--- config.mk ---
export PLATFORM = sky130hd
export DESIGN_NAME = mem_access_unit
export DESIGN_NICKNAME = d
export VERILOG_FILES = /design/src/rtl/mem_access_unit.sv
export SDC_FILE = /design/constraint.sdc
export NUM_CORES = 1
export LEC_CHECK = 0
export CAP_MARGIN = 20
export CORE_ASPECT_RATIO = 2
export CORE_MARGIN = 10
export CORE_UTILIZATION = 35
export DETAILED_ROUTE_END_ITERATION = 6
export PLACE_DENSITY = 0.73
export SLEW_MARGIN = 20
export SYNTH_ARGS = -nofsm -noshare
export SYNTH_HDL_FRONTEND = slang
export SYNTH_SLANG_ARGS = --single-unit
--- constraint.sdc ---
create_clock -name clk -period 2.1 [get_ports clk]
set_input_delay 0.42 -clock clk [delete_from_list [all_inputs] [get_ports clk]]
set_output_delay 0.42 -clock clk [all_outputs]
set_load 0.1 [all_outputs]
--- src/rtl/mem_access_unit.sv ---
// -----------------------------------------------------------------------------
// mem_access_unit
//   MEM-stage load/store initiator. Takes the access held in the MEM stage and
//   issues it on a request/grant/response bus with four byte lanes. It stalls
//   the pipeline until the transaction completes and returns sign- or
//   zero-extended load data to write-back.
//
//   Optional feature macro: MISALIGN_EXC_EN
//     defined   : a misaligned access makes no bus request. misalign pulses
//                 for one cycle and the FSM stays in IDLE.
//     undefined : the low address bits are forced to alignment and the access
//                 proceeds. misalign is tied to 0.
//
// Ports
//   clk, rst_n             clock, asynchronous active-low reset
//   ex_valid/load/store    MEM-stage access qualifiers (store wins over load)
//   ex_size, ex_unsigned   access size (00 B, 01 H, 1x W), zero-extend loads
//   ex_addr, ex_wdata      byte address, right-justified store data
//   stall                  freeze the pipeline this cycle
//   ld_valid, ld_data      load-result pulse and extended load data (held)
//   misalign               misaligned-access pulse (feature build only)
//   bus_req/we/addr/be/wdata   request side of the data bus
//   bus_gnt, bus_rvalid, bus_rdata  grant and read-response side
// -----------------------------------------------------------------------------
module mem_access_unit #(
   parameter int ADDR_W = 32,
   parameter int DATA_W = 32   // only 32 is supported: four byte lanes
) (
   input  logic              clk,
   input  logic              rst_n,
   input  logic              ex_valid,
   input  logic              ex_load,
   input  logic              ex_store,
   input  logic [1:0]        ex_size,
   input  logic              ex_unsigned,
   input  logic [ADDR_W-1:0] ex_addr,
   input  logic [DATA_W-1:0] ex_wdata,
   output logic              stall,
   output logic              ld_valid,
   output logic [DATA_W-1:0] ld_data,
   output logic              misalign,
   output logic              bus_req,
   output logic              bus_we,
   output logic [ADDR_W-1:0] bus_addr,
   output logic [3:0]        bus_be,
   output logic [DATA_W-1:0] bus_wdata,
   input  logic              bus_gnt,
   input  logic              bus_rvalid,
   input  logic [DATA_W-1:0] bus_rdata
);

   typedef enum logic [1:0] {S_IDLE, S_REQ, S_RESP, S_DONE} state_e;

   state_e            state_q;
   logic              we_q;
   logic [ADDR_W-1:0] addr_q;
   logic [3:0]        be_q;
   logic [DATA_W-1:0] wdata_q;
   logic [DATA_W-1:0] ld_data_q;
   logic [1:0]        size_q;
   logic [1:0]        off_q;
   logic              uns_q;

   logic              access;
   logic              take;
   logic [1:0]        off_d;
   logic [3:0]        be_d;
   logic [DATA_W-1:0] wdata_d;
   logic [DATA_W-1:0] rsh;
   logic [DATA_W-1:0] ld_ext;

   assign access = ex_valid & (ex_load | ex_store);

`ifdef MISALIGN_EXC_EN
   logic mis_det;
   logic misalign_q;
   assign mis_det = ((ex_size == 2'b01) & ex_addr[0]) |
                    (ex_size[1] & (ex_addr[1:0] != 2'b00));
   assign take     = access & ~mis_det;
   assign misalign = misalign_q;
`else
   assign take     = access;
   assign misalign = 1'b0;
`endif

   // Lane placement. The registered offset is already aligned to the access
   // size, so a misaligned half/word without the exception feature is
   // serviced from the aligned lanes.
   // NOTE: every always_comb output gets a default first, so no path can
   // leave it unassigned and infer a latch.
   always_comb begin
      off_d   = ex_addr[1:0];
      be_d    = 4'b1111;
      wdata_d = ex_wdata;
      case (ex_size)
         2'b00: begin
            be_d    = 4'b0001 << ex_addr[1:0];
            wdata_d = {4{ex_wdata[7:0]}};
         end
         2'b01: begin
            off_d   = {ex_addr[1], 1'b0};
            be_d    = 4'b0011 << {ex_addr[1], 1'b0};
            wdata_d = {2{ex_wdata[15:0]}};
         end
         default: off_d = 2'b00;
      endcase
   end

   // Load extraction from the returned word.
   assign rsh = bus_rdata >> {off_q, 3'b000};

   always_comb begin
      ld_ext = rsh;
      case (size_q)
         2'b00:   ld_ext = {{(DATA_W-8){~uns_q & rsh[7]}}, rsh[7:0]};
         2'b01:   ld_ext = {{(DATA_W-16){~uns_q & rsh[15]}}, rsh[15:0]};
         default: ld_ext = rsh;
      endcase
   end

   // NOTE: sequential state uses non-blocking assignments only, so every
   // register samples pre-edge values regardless of statement order.
   always_ff @(posedge clk or negedge rst_n) begin
      if (!rst_n) begin
         state_q    <= S_IDLE;
         we_q       <= 1'b0;
         addr_q     <= '0;
         be_q       <= '0;
         wdata_q    <= '0;
         ld_data_q  <= '0;
         size_q     <= '0;
         off_q      <= '0;
         uns_q      <= 1'b0;
`ifdef MISALIGN_EXC_EN
         misalign_q <= 1'b0;
`endif
      end else begin
`ifdef MISALIGN_EXC_EN
         misalign_q <= 1'b0;
`endif
         case (state_q)
            S_IDLE: begin
               if (take) begin
                  we_q    <= ex_store;
                  addr_q  <= {ex_addr[ADDR_W-1:2], 2'b00};
                  be_q    <= be_d;
                  wdata_q <= wdata_d;
                  size_q  <= ex_size;
                  off_q   <= off_d;
                  uns_q   <= ex_unsigned;
                  state_q <= S_REQ;
               end
`ifdef MISALIGN_EXC_EN
               else if (access) begin
                  misalign_q <= 1'b1;
               end
`endif
            end
            // Response data arriving before the grant is not ours; only the
            // grant is looked at here.
            S_REQ: begin
               if (bus_gnt) state_q <= we_q ? S_DONE : S_RESP;
            end
            S_RESP: begin
               if (bus_rvalid) begin
                  ld_data_q <= ld_ext;
                  state_q   <= S_DONE;
               end
            end
            default: state_q <= S_IDLE;   // S_DONE: one unstalled cycle
         endcase
      end
   end

   // stall is gated by rst_n so it drops the moment reset is asserted, even
   // while the MEM stage still presents an access.
   assign stall     = rst_n & (((state_q == S_IDLE) & take) |
                               (state_q == S_REQ) | (state_q == S_RESP));
   assign bus_req   = (state_q == S_REQ);
   assign ld_valid  = (state_q == S_DONE) & ~we_q;
   assign ld_data   = ld_data_q;
   assign bus_we    = we_q;
   assign bus_addr  = addr_q;
   assign bus_be    = be_q;
   assign bus_wdata = wdata_q;

endmodule
[Word-level counts from Yosys, hierarchy flattened]
Index checks and enable logic that the tools add are counted.
Storage, ports and cells
  output and inout port bits: 105
  bits in registers: 106
  logic and storage cells: 46
  bits of input ports: 106
Operators by class
  equality and inequality tests: 8
  muxes and demuxes: 9
  shift operators: 3
  bitwise logic cells: 11
  reduce and logical (&&, ||, !) cells: 6
Operator list (number)
  $pmux 32 s2: 2
  $shr 32x5->32: 1
  $pmux 4 s2: 1
  $and 1x1->1: 6
  $eq 2x1->1 const B: 3
  $logic_not 2->1: 3
  $mux 2: 3
  $pmux 2 s3: 1
  $eq 2x2->1 const B: 2
  $ne 2x2->1 const B: 2
  $pmux 2 s2: 1
  $reduce_and 2->1: 2
  $shl 1x2->4 const A: 1
  $shl 2x2->4 const A: 1
  $or 1x1->1: 3
  $reduce_and 3->1: 1
  $ne 2x1->1 const B: 1
  $not 1->1: 2
  $mux 1: 1

[Logic depth before layout (Yosys ltp)]
Gate-level depths: netlist of run 1.
  depth in word-level cells: 6
  mapped depth: 7
  depth with buffers taken out: 6

[Worst setup path before layout of run 1]
Ideal clock, no wire load.
  kind: flip-flop to output port
  start: register state_q[1]
  end: output stall
  required time: 1.680 ns
  buffers on the path: 0
  path slack: -1.958 ns
  stages on the path, launching flop included: 5
  data arrival time: 3.638 ns
  path through: dfrtp_1 inv_1 ha_1 nor2_1 a21boi_0
On the way
  elaborated cells between the ends (all ways): 7
  those cells by class: eq/ne: 2; bitwise: 4; reduce/logical: 1
RTL lines
  start, declared: line 54  | state_e state_q;
  start signal, assigned: line 162  | if (bus_gnt) state_q <= we_q ? S_DONE : S_RESP;
  $eq 2x1->1
  via bus_req: line 42  | output logic bus_req,
  $or 1x1->1: line 177  | assign stall = rst_n & (((state_q == S_IDLE) & take) |
  $or 1x1->1: line 178  | (state_q == S_REQ) | (state_q == S_RESP));
  $and 1x1->1: line 177
  end, declared: line 38  | output logic stall,
The timed path passes the listed nets, and every way through them passes these cells.

[Final worst setup path of run 1]
  start: register state_q[1]
  end: output stall
On the way
  word-level cells in the longest chain between the ends: 5
  elaborated cells between the ends (all ways): 7
  those cells by class: eq/ne: 2; bitwise: 4; reduce/logical: 1
RTL lines (line)
  $logic_not 2->1: 177
  $and 1x1->1: 177
  $or 1x1->1: 177
  $or 1x1->1 *: 178
  $and 1x1->1 *: 177
Every way passes the cells marked *; elsewhere a longest branch is shown, timed or not.

==> results of run 1 <==
cell usage in the layout, fill, tap and decap left out, drive strengths merged, types with 2 or more instances in the layout:
master,n
conb,3
dfrtp,106
mux2,53
o31ai,4
nor2,27
a221o,16
ha,5
inv,7
o21ai,35
nor3,2
mux2i,41
nand2,47
a21oi,23
clkdlybuf4s50,104
o2bb2ai,8
o211ai,2
and2,2
buf,131
clkbuf,11
nor2b,4
path summary, 6_finish.rpt:
| kind | endpoint | from | slack (ns) |
|---|---|---|---|
| setup reg to reg | ld_data[31] | state_q[1] | 0.32 |
| setup / recovery | stall | state_q[1] | 0.09 |
| min in group clk | bus_wdata[8] | bus_wdata[8] | 0.49 |
| max in group asynchronous | state_q[0] | rst_n | 1.49 |
| hold reg to reg | bus_wdata[8] | bus_wdata[8] | 0.49 |
| hold / removal | ld_data[22] | rst_n | 0.15 |
kinds of logic (layout without fill, tap and decap cells):
logic type | Yosys count | after routing
buf+inv | 36 | 255
compound gates | 93 | 93
flops | 106 | 106
mux | 95 | 95
other cells | 1 | 3
simple gates | 85 | 85
fa+ha+maj | 5 | 5
state kept, by name (all words and copies together), names as in the netlist:
register / flops
bus_addr: 30
bus_be: 4
bus_wdata: 32
bus_we: 1
ld_data: 32
off_q: 2
size_q: 2
state_q: 2
uns_q: 1
routing by layer:
| layer | global-route usage, % | share of wire (%) | up-vias |
|---|---|---|---|
| met5 | 0 | 0 | - |
| met4 | 6.08 | 2.5 | 0 |
| met3 | 4.49 | 5.3 | 20 |
| met2 | 31.0 | 56 | 134 |
| met1 | 16.0 | 36 | 1976 |
| li1 | - | - | 1932 |
worst max-delay path, delay by kind of cell (launching register included):
family          cells  cell delay [ns]
flops               1             0.40
fa+ha+maj           1             0.23
buf+inv             2             0.32
simple gates        1             0.20
compound gates      1             0.09
timing repair:
item / CTS / global route
setup buffers: 2 / 1
gates resized for setup: 2 / 2
endpoints found under the setup margin: 1 / 1
pin swaps: 0 / 1
metrics by stage:
stage / setup slack, ns / instance area, sq um / std cells / util [%]
floorplan: -0.0266 / 4950 / 423 / -
global placement: -0.0140 / 7100 / 812 / 51.4
detailed placement: -0.0531 / 7100 / 812 / 51.4
CTS: 0.00199 / 7420 / 830 / 53.7
global route: 0.0123 / 7440 / 831 / 53.9
finish: 0.0945 / 7440 / 831 / 53.9
final cells by class:
type / count / area share [%]
Clock buffer: 11 / 3.40
Clock inverter: 5 / 0.605
Inverter: 4 / 0.235
Multi-Input combinational cell: 281 / 28.5
Sequential cell: 106 / 35.7
Tap cell: 189 / 3.18
Timing Repair Buffer: 235 / 28.4
==> impl_metrics.tcl, run 1 <==
set metrics [dict create \
    setup.worst_path.end_class "output port" \
    path_max_fanout 5 \
    max_freq_mhz 499 \
    fin_hold_ws_ns 0.149 \
    clock_tree.buffer_depth 2 \
    cts_tree "built" \
    cts.clk_slew.worst_paths_ns 0.08 \
    synth_top_family_by_area "multiplexers" \
    largest_net_degree_at_the_start_of_global_routing 107 \
    synth_top_area_cell "dfrtp_1" \
    die_footprint_sq_um 19400 \
    worst-setup-path-type "flop to output port" \
    drive_gt1_share_pct 33.8 \
    critical_path_cell_list "buf_4, ha_1, nor2_1, a21boi_4, buf_12" \
    crit_arrival_ns 1.59 \
    yosysTopAreaCellShare_pct 54.1 \
    synth_xor_xnor_area_share_pct 0 \
    synthesized_area_fraction_occupied_by_adder_cells_pct 1.28 \
    count_of_pins_on_the_block_boundary 211 \
    n_fill_cell 1212 \
    vias_per_cell 4.89 \
    synth_most_common_cell "dfrtp_1" \
    clock_tree.root_cell "clkbuf_16" \
    route.antenna.remaining_nets 0 \
    setup_violations 0 \
    netlist_top_cells_area "dfrtp_1 54%, mux2_2 12%, mux2i_1 8.4%" \
    finalHoldViolations 0 \
    drv_cap 0 \
    dp_hpwl_um 13000 \
    final.min_clock_period_ns 2.01 \
    antenna_found_initial 0 \
    portBuffers 207 \
    cts_buffers 9 \
    n_antenna_cell 0 \
    outcome "finished clean" \
    tightestPinTransition_ns 0.584 \
    register_cell_area_after_layout_sq_um 2650 \
    yosys-mux-area-fraction_pct 21.0 \
    postSynthAreaPerCell_sq_um 11.6 \
    slowest_stage "dfrtp_1" \
    die_h_um 187 \
    start_kind "flop" \
    design.core.area_sq_um 13800 \
    overall_track_demand_over_capacity_in_global_routing_pct 16.2 \
    h-tree-depth 3 \
    synth_compound_area_share_pct 12.7 \
    critical_path_required_ns 1.68 \
    clk_latency_ns 0.34 \
    drt_pass1_iterations 4 \
    post_synth_instance_area_sq_um 4900 \
    tritoncts_sinks 106 \
    drt_iter0_markers 96 \
    core.rowCount 61 \
    synth_cell_types 32 \
    die_width_um 104 \
    total_of_hold_buffers_inserted_after_clock_tree_synthesis 0 \
    synth_simple_gate_area_share_pct 7.17 \
    initial_util_pct 35.5 \
    gp_congestion 0.878 \
    synth_edf_count 0 \
    netlist_top_cells_count "106 x dfrtp_1, 53 x mux2_2, 47 x nand2_1" \
    worst-r2r-cell-count 7 \
    yosysSeqAreaShare_pct 54.1 \
    critPathMaxStageDelay_ns 0.40 \
    wl_um 16100 \
    final_min_period_over_clock_period_pct 95.5 \
    timing.final.max_slew_violations 0 \
    grt_setup_unrepaired "no" \
    finalClockSkew_ns 0.0112 \
    multi_input_comb_area_sq_um 2120 \
    overflow_after_grt 0 \
    detail_route.wl_per_cell_um 19.3 \
    slew_headroom_pct 61.1 \
    fin_nets 748 \
    post-route-drc-count 0 \
    synth-main-ff-cell "dfrtp_1" \
    timing.setup.tns_ns 0 \
    register_bit_count_reported_by_yosys 106 \
    global_route_wire_length_before_repair_um 25400 \
    asyncSetResetFlopFracSynth_pct 100 \
    first_global_vias 4550 \
    hp-class "primary input to asynchronous set/reset pin" \
    yosysWarnings 0 \
    num_vias 4062 \
    relative_area_change_from_synthesis_to_final_layout_pct 51.8 \
    synthCells 421 \
]
Power of run 1 is left out: the tool's default activity adds up to more than one toggle a clock period on the data nets, which glitch-free logic cannot reach.
==> run 2: changes to the inputs <==
- CAP_MARGIN: 20 -> 40
- CORE_UTILIZATION: 35 -> 43
- PLACE_DENSITY: 0.73 -> 0.86
==> impl_metrics.tcl, run 2 (same netlist as run 1, synthesis figures left out) <==
set metrics [dict create \
    hp-class "primary input to asynchronous set/reset pin" \
    die_h_um 171 \
    route.antenna.remaining_nets 0 \
    global_route_wire_length_before_repair_um 24500 \
    start_kind "flop" \
    finalClockSkew_ns 0.00877 \
    final-instance-count-excl-fill 780 \
    vias_per_cell 5.24 \
    worst-r2r-cell-count 6 \
    initial_util_pct 43.7 \
    portBuffers 207 \
    clk_latency_ns 0.34 \
    tightestPinTransition_ns 0.577 \
    critical_path.reg2reg.endpoint "ld_data[24]" \
    die_width_um 95.5 \
    kind_of_cell_with_the_highest_combined_delay_on_the_critical_path "buffers and inverters" \
    critical_path_required_ns 1.68 \
    place_area_sq_um 7010 \
    relative_area_change_from_synthesis_to_final_layout_pct 50.3 \
    drt_iter0_markers 118 \
    n_antenna_cell 0 \
    place.detailed.instances 762 \
    grt_setup_unrepaired "no" \
    first_global_vias 4473 \
    dp_hpwl_um 13000 \
    setup.worst_path.end_class "output port" \
    wl_um 16100 \
    final_common_cell "buf_4" \
    tritoncts_sinks 106 \
    cts_buffers 9 \
    num_vias 4086 \
    drv_cap 0 \
    fin_nets 745 \
    gp_congestion 0.836 \
    finish.utilization_pct 65.7 \
    count_of_pins_on_the_block_boundary 211 \
    finalHoldViolations 0 \
    die_footprint_sq_um 16300 \
    outcome "finished clean" \
    h-tree-depth 3 \
    design.core.area_sq_um 11200 \
    final_min_period_over_clock_period_pct 96.4 \
    antenna_found_initial 0 \
    final_cell_mix "122 x buf_4, 105 x dfrtp_1, 104 x clkdlybuf4s50_1" \
    worst-r2r-setup-slack_ns 0.20 \
    post-route-cell-area_sq_um 7370 \
    overflow_after_grt 0 \
    largest_net_degree_at_the_start_of_global_routing 107 \
    number_of_buffers_and_inverters_on_the_critical_path 3 \
    r2r_start "state_q[0]" \
    max_freq_mhz 494 \
    drt_pass1_iterations 4 \
    detail_route.wl_per_cell_um 20.7 \
    clock_tree.buffer_depth 2 \
    timing.final.max_slew_violations 0 \
    path_max_fanout 4 \
    overall_track_demand_over_capacity_in_global_routing_pct 19.4 \
    clock_tree.root_cell "clkbuf_16" \
    crit_arrival_ns 1.61 \
    cts.clk_slew.worst_paths_ns 0.07 \
    core.rowCount 55 \
    post-route-drc-count 0 \
    final.min_clock_period_ns 2.03 \
    cts_tree "built" \
    slowest_stage "dfrtp_2" \
    critical_path_cell_list "inv_4, ha_4, o211ai_1, buf_4, a21boi_4, buf_12" \
    setup_violations 0 \
    drive_gt1_share_pct 33.2 \
    worst-setup-path-type "flop to output port" \
    slew_headroom_pct 61.6 \
    fin_hold_ws_ns 0.150 \
    critPathMaxStageDelay_ns 0.43 \
]
-- run 2: metal layers --
metal / global-route usage, % / vias up / routed length, um
met5: 0 / - / 0
met4: 11.1 / 0 / 780
met3: 4.78 / 32 / 1050
met2: 35.5 / 157 / 8960
met1: 18.6 / 1977 / 5330
li1: - / 1920 / -
-- run 2: how the worst max path moves through the flow --
| stage | slack, ns | startpoint | depth (start not counted) | end |
|---|---|---|---|---|
| after floorplan | -0.03 | state_q[0] | 6 | stall |
| after global placement | 0.05 | bus_rdata[31] | 4 | ld_data[16] |
| after detailed placement | -0.003 | bus_rdata[31] | 4 | ld_data[16] |
| after CTS | 0.03 | state_q[1] | 6 | stall |
| after global routing | 0.004 | state_q[0] | 6 | stall |
| final | 0.07 | state_q[0] | 6 | stall |
-- run 2: layout make-up --
class | instances | area (sq um)
inverters | 4 | 17.5
multi-input cells | 281 | 2120
repair buffers | 232 | 2080
clock buffers | 11 | 243
flip-flops and latches | 106 | 2650
clock inverters | 4 | 76.3
well taps | 142 | 178
fillers | 872 | 3850
-- run 2: repair_timing --
action / CTS / global route
gates resized for setup: 3 / 1
hold buffers: 0 / 0
setup endpoints to repair: 1 / 1
setup buffers: 2 / 1
-- run 2: through the flow --
| stage | worst slack, ns | setup TNS [ns] |
|---|---|---|
| after global routing | 0.00352 | 0 |
| after floorplan | -0.0266 | -0.0266 |
| after CTS | 0.0267 | 0 |
| after global placement | 0.0496 | 0 |
| final | 0.0749 | 0 |
| after detailed placement | -0.00318 | -0.00458 |
Power of run 2 is left out for the same reason.
